File: config.mk
export PLATFORM = sky130hd
export DESIGN_NAME = light_selector_fade
export DESIGN_NICKNAME = d
export VERILOG_FILES = /design/src/rtl/light_pkg.sv /design/src/rtl/light_channel_ramp.sv /design/src/rtl/light_selector_fade.sv
export SDC_FILE = /design/constraint.sdc
export NUM_CORES = 1
export LEC_CHECK = 0
export CORE_UTILIZATION = 60
export DETAILED_ROUTE_END_ITERATION = 10
export DONT_BUFFER_PORTS = 1
export PLACE_DENSITY = 0.73
export SLEW_MARGIN = 20
export SYNTH_ARGS = -nofsm -noshare
export SYNTH_HDL_FRONTEND = slang
export SYNTH_HIERARCHICAL = 1
export SYNTH_SLANG_ARGS = --single-unit
File: constraint.sdc
create_clock -name clk -period 8.2 [get_ports clk]
set_input_delay 1.64 -clock clk [delete_from_list [all_inputs] [get_ports clk]]
set_output_delay 1.64 -clock clk [all_outputs]
set_load 0.005 [all_outputs]
File: src/rtl/light_pkg.sv
// Shared colour codes and helpers for the light selector.
package light_pkg;

  localparam logic [2:0] C_FIRST   = 3'b001;
  localparam logic [2:0] C_LAST    = 3'b110;
  localparam logic [2:0] C_WHITE   = 3'b111;
  localparam int unsigned MAX_CH_W = 32;

  // Step to the next palette code, wrapping C_LAST back to C_FIRST.
  function automatic logic [2:0] next_colour(input logic [2:0] c);
    return (c == C_LAST) ? C_FIRST : c + 3'd1;
  endfunction

  // Expand a {R,G,B} code into a packed word of ch_w bits per channel.
  // Channel k occupies bits [k*ch_w +: ch_w]; only the low 3*ch_w bits are meaningful.
  function automatic logic [3*MAX_CH_W-1:0] code_to_rgb(input logic [2:0] code,
                                                          input int unsigned ch_w);
    logic [3*MAX_CH_W-1:0] r;
    r = '0;
    for (int unsigned k = 0; k < 3; k++) begin
      for (int unsigned i = 0; i < MAX_CH_W; i++) begin
        if (i < ch_w) r[k*ch_w + i] = code[k];
      end
    end
    return r;
  endfunction

endpackage

File: src/rtl/light_channel_ramp.sv
// One colour channel that slews toward its target by at most STEP per tick.
module light_channel_ramp #(
  parameter int unsigned CH_W = 8,
  parameter int unsigned STEP = 51
) (
  input  logic            clk,
  input  logic            rst,
  input  logic            tick,
  input  logic [CH_W-1:0] tgt,
  output logic [CH_W-1:0] cur
);

  localparam logic [CH_W-1:0] STEP_V = CH_W'(STEP);

  logic [CH_W-1:0] up_gap;
  logic [CH_W-1:0] dn_gap;
  logic [CH_W-1:0] up_inc;
  logic [CH_W-1:0] dn_dec;

  // Clamp the step to the remaining distance so the value never overshoots.
  always_comb begin
    up_gap = tgt - cur;
    dn_gap = cur - tgt;
    up_inc = (up_gap > STEP_V) ? STEP_V : up_gap;
    dn_dec = (dn_gap > STEP_V) ? STEP_V : dn_gap;
  end

  // Channel register: white on reset, one clamped move per tick.
  always_ff @(posedge clk) begin
    if (rst) begin
      cur <= '1;
    end else if (tick) begin
      if (cur < tgt)      cur <= cur + up_inc;
      else if (cur > tgt) cur <= cur - dn_dec;
    end
  end

endmodule

File: src/rtl/light_selector_fade.sv
// White / palette light selector with per-channel linear fading.
module light_selector_fade
  import light_pkg::*;
#(
  parameter int unsigned CH_W     = 8,
  parameter int unsigned STEP     = 51,
  parameter int unsigned PRESCALE = 1,
  parameter int unsigned PRE_W    = 16
) (
  input  logic              clk,
  input  logic              rst,
  input  logic              button,
  input  logic              sel,
  output logic [3*CH_W-1:0] light,
  output logic [2:0]        colour,
  output logic              busy
);

  localparam int unsigned LW = 3 * CH_W;

  logic             btn_q;
  logic             rise;
  logic [PRE_W-1:0] pre_cnt;
  logic             tick;
  logic [LW-1:0]    target;

  assign rise = button & ~btn_q;
  assign tick = (pre_cnt == PRE_W'(PRESCALE - 1));

  // Button history, palette index and free-running ramp prescaler.
  always_ff @(posedge clk) begin
    if (rst) begin
      btn_q   <= 1'b0;
      colour  <= C_FIRST;
      pre_cnt <= '0;
    end else begin
      btn_q   <= button;
      if (rise) colour <= next_colour(colour);
      pre_cnt <= tick ? '0 : pre_cnt + PRE_W'(1);
    end
  end

  // Target colour: white or the expanded palette code.
  always_comb begin
    target = LW'(code_to_rgb(sel ? colour : C_WHITE, CH_W));
  end

  assign busy = (light != target);

  // One independent ramp per channel; channel 2 (R) sits in the top bits.
  for (genvar k = 0; k < 3; k++) begin : g_ch
    light_channel_ramp #(
      .CH_W (CH_W),
      .STEP (STEP)
    ) u_ramp (
      .clk  (clk),
      .rst  (rst),
      .tick (tick),
      .tgt  (target[k*CH_W +: CH_W]),
      .cur  (light[k*CH_W +: CH_W])
    );
  end

endmodule

# == Word level (Yosys, flattened, before mapping) ==
# Index checks and enable logic that the tools add are counted.
# word_totals
regBits,44
inputBits,4
elab_cells,58
# op_classes
n_addsub,14
magnitude_cmp,12
n_eq_ne,2
muxes,14
bitwise_logic,2
reduce_logical,8
# ops
op,n
two-way mux 8 bit,12
subtractor 8 bit,9
> comparator 8 x 6 -> 1 bit (second input constant),6
adder 8 bit,3
> comparator 8 bit,3
< comparator 8 bit,3
inequality test 24 bit,1
adder 16 x 1 -> 16 bit (second input constant),1
logical NOT 16 bit,1
two-way mux 3 bit,2
AND reduction 2 bit,3
nonzero test 2 bit,3
adder 3 x 1 -> 3 bit (second input constant),1
equality test 3 bit (second input constant),1
OR reduction 2 bit,1
AND 1 bit,1
NOT 1 bit,1

# == Longest topological paths before layout ==
# logic_depth
word_depth,7
ltp_mapped,22
ltp_nobuf,22

# == Hierarchy ==
# Netlist, hierarchy kept.
# modules_own_cells
mod,n_inst,cells_per_inst,area_per_inst_um2,seq_area_each_um2
light_channel_ramp (g_ch[0].u_ramp ...),2,218,1652.8,160.2
light_channel_ramp (g_ch[1].u_ramp),1,224,1720.4,160.2
light_selector_fade,1,122,1027.2,400.4

# == Least setup slack after synthesis ==
# No wires, ideal clock.
# synth_timing
path_type,input -> register
start,input port sel
end,register g_ch[1].u_ramp.cur[7]
setup_ps,117
arrival_time_ps,6158
required_time_ps,8083
path_slack_ps,1925
path_stages,22
n_path_buf,0
cell_sequence,nand2b_1 > inv_1 > ha_1 > inv_1 > fa_1 > a21o_1 > a21oi_4 > mux2i_1 > or4_4 > a31oi_1 > nor2b_1 > ha_1 > nor3b_1 > o21ai_0 > a31oi_1 > ha_1 > o2111ai_1 > nand3_1 > o41ai_1 > nand3_1 > a21oi_1 > and4b_1
# synth_between
elab_chain_cells,7
elab_cells_between_ends,15
# synth_rtl
item,line_no,source
"start, declared",light_selector_fade.sv:13,"input logic sel,"
two-way mux 3 bit *,light_selector_fade.sv:45,"target = LW'(code_to_rgb(sel ? colour : C_WHITE, CH_W));"
subtractor 8 bit,light_channel_ramp.sv:23,dn_gap = cur - tgt;
> comparator 8 x 6 -> 1 bit,light_channel_ramp.sv:25,dn_dec = (dn_gap > STEP_V) ? STEP_V : dn_gap;
two-way mux 8 bit,light_channel_ramp.sv:25,
subtractor 8 bit,light_channel_ramp.sv:34,else if (cur > tgt) cur <= cur - dn_dec;
two-way mux 8 bit,light_channel_ramp.sv:34,
two-way mux 8 bit,light_channel_ramp.sv:33,if (cur < tgt) cur <= cur + up_inc;
"end signal, assigned",light_channel_ramp.sv:33,
"end signal, assigned",light_channel_ramp.sv:34,
"end, declared",light_channel_ramp.sv:10,output logic [CH_W-1:0] cur
# Mark *: on every way between the ends. The rest lies on a longest branch, timed or not. The select of a mux whose other input is x is not followed.
# A chain may end at the register's enable or synchronous reset.

# == Final worst setup path ==
# Ends and elaborated chain as after synthesis.

==> metrics.cfg <==
[placement]
hpwl_um=10800
port_buffers=0
gp_congestion=0.879

[min_path]
hold_path_class=flip-flop to flip-flop
holdCritStartpoint=pre_cnt[0]
hold_end=pre_cnt[0]
hold_depth=1

[logic_synthesis]
ys_seq_area_share_pct=14.6
netlist.top_cell.by_area=ha_1
ys_warn_count=6
ys_top_cells_by_count=nor2_1 (84), inv_1 (74), ha_1 (71)
yosysMostFrequentCell=nor2_1
synth-main-ff-cell=dfxtp_1
synth_fp_nets=866
synth.top_cells.by_area=ha_1 (15%), dfxtp_1 (15%), nor2_1 (5.2%), xor2_1 (4.6%), inv_1 (4.6%)
synthDistinctLibCells=72
synth_seq_cells=44
ys_async_sr_fraction_pct=0
syn_area_um2=6050
synth_edf_count=0
synth.top_cell.area_share_pct=14.7
avgSynthCellArea_um2=7.74
synthCells=782

[drt]
dr.pass1.iters=5
vias_per_cell=6.15
met2_length_um=6670
top_layer_used=met4
final_antenna_net_count=0
wl_met1_um=6450
wl_per_cell_um=15.4
met3WireLength_um=558
first_iter_violations=259
drc_errors=0
wirelength_um=13800
vias=5505

[clocking]
clk_pin_slew_ns=0.08
cts-buffers-inserted=5
cts_tree=built
clkLatencyLatePin_ns=0.30
clock-sinks=44
postCtsSetupBuffers=0
cts_resized=0
postCtsHoldBufs=0
htree_levels=2
cts_max_path_buffers=2
cts_root_buffer=clkbuf_8

[floorplanning]
start_util_pct=61.9
die_w_um=102
fp.dieH_um=102
rows=36
die_area_um2=10500
pin_count=32
core_um2=9770

[grt]
grt_pass1_vias=5068
grt_max_degree=36
gr-total-overflow=0
antenna_found_initial=0
grt_pass1_wl_um=23200
grt.total_usage_pct=27.3

[worst_setup_path]
worstReg2RegStart=colour[1]
rr_worst_depth=20
cp_cell_sequence=nand2b_1 > inv_1 > ha_1 > o21ai_1 > a21oi_2 > mux2i_1 > or4_4 > a31oi_1 > nor2b_1 > ha_1 > nor3b_1 > o21ai_0 > a31oi_1 > ha_1 > o2111ai_1 > nand3_1 > o41ai_1 > nand3_1 > a21oi_1 > and4b_1
crit_start=sel
path_class=input pin to flip-flop
rrSetupSlack_ns=2.24
end_kind=flip-flop
cp-start-kind=input pin
path_max_fanout=18
required_ns=8.39
worst_path_max_delay_cell=o41ai_1
crit_top_cell=ha_1
max_stage_delay_ns=0.68
worstPathArrival_ns=6.93
r2r-end=g_ch[1].u_ramp/cur[7]

[finish]
syn2layout_area_growth_pct=1.74
final_nets=845
drive_gt1_share_pct=4.86
fillCellCount=889
diodes=0

[job]
cap_violations=0

[sta]
fin_worst_skew_ns=0.0125
setup_tns_ns=0
period_needed_ns=6.74
finalHoldViolations=0
post-route-period-util_pct=82.2
fmax_mhz=148
maxSlewViolCount=0
setup_viol=0
max_slew.worst_pin.slew_ns=0.922
slew_headroom_pct=38.3
grt_setup_unrepaired=no

[status]
status=finished clean

==> cells in the final DEF, fill, tap and decap left out, types with 13 or more instances in the layout <==
master	count
a211o_1	20
a21o_1	14
a21oi_1	48
dfxtp_1	44
ha_1	71
inv_1	74
nand2_1	32
nand2b_1	13
nand3_1	25
nor2_1	84
nor2b_1	23
nor3_1	20
o21ai_0	34
xnor2_1	28
xor2_1	32
==> cell families (layout without fill, tap and decap cells) <==
kind of cell / after synthesis / after routing / share of synthesized area [%]
XOR/XNOR: 60 / 60 / 8.68
AND/OR/NAND/NOR: 282 / 282 / 25.2
flip-flops: 44 / 44 / 14.6
multiplexers: 4 / 4 / 0.661
AO/OA/AOI/OAI: 210 / 210 / 25.8
adder cells (fa/ha/maj): 80 / 80 / 17.7
buffers and inverters: 102 / 82 / 7.50
==> sequential cells by signal, summed over array words and instances (netlist names) <==
register         flops
g_ch.u_ramp/cur     24
pre_cnt             16
colour               3
btn_q                1
==> stage by stage <==
step	instance area, µm²	worst slack, ns	utilization [%]	cells	hold WS, ns
after floorplan	6050	1.93	-	782	0.437
after global placement	6040	1.45	61.8	887	0.458
after detailed placement	6040	1.21	61.8	887	0.465
after CTS	6160	1.53	63.0	895	0.484
after global routing	6160	0.883	63.0	895	0.527
final	6160	1.46	63.0	895	0.477
==> cell type report <==
cell class	instances	area, µm²	area share (%)
Sequential cell	44	881	14.3
Inverter	74	278	4.51
Multi-Input combinational cell	636	4720	76.6
Tap cell	133	166	2.70
Clock buffer	5	68.8	1.12
Clock inverter	3	46.3	0.752
==> worst max-delay path, delay by kind of cell <==
family          cells  cell delay (ns)
buf+inv             1             0.10
mux                 1             0.12
fa+ha+maj           3             1.05
compound gates      8             1.92
simple gates        7             2.08
==> worst max-delay path by stage <==
stage / to / slack (ns)
finish: g_ch[1].u_ramp/cur[7] / 1.46
global route: g_ch[1].u_ramp/cur[7] / 0.88
CTS: g_ch[1].u_ramp/cur[7] / 1.53
floorplan: g_ch[1].u_ramp/cur[7] / 1.93
global placement: g_ch[1].u_ramp/cur[7] / 1.45
detailed placement: g_ch[1].u_ramp/cur[7] / 1.21
==> per-layer routing <==
layer,vias up,GRT usage (%)
met5,-,0
met4,0,4.73
met3,13,3.69
met2,110,47.8
met1,2619,36.0
li1,2763,-
Power is not shown: default switching activity piles up to over one toggle a cycle in this logic, so the estimate is an artifact.
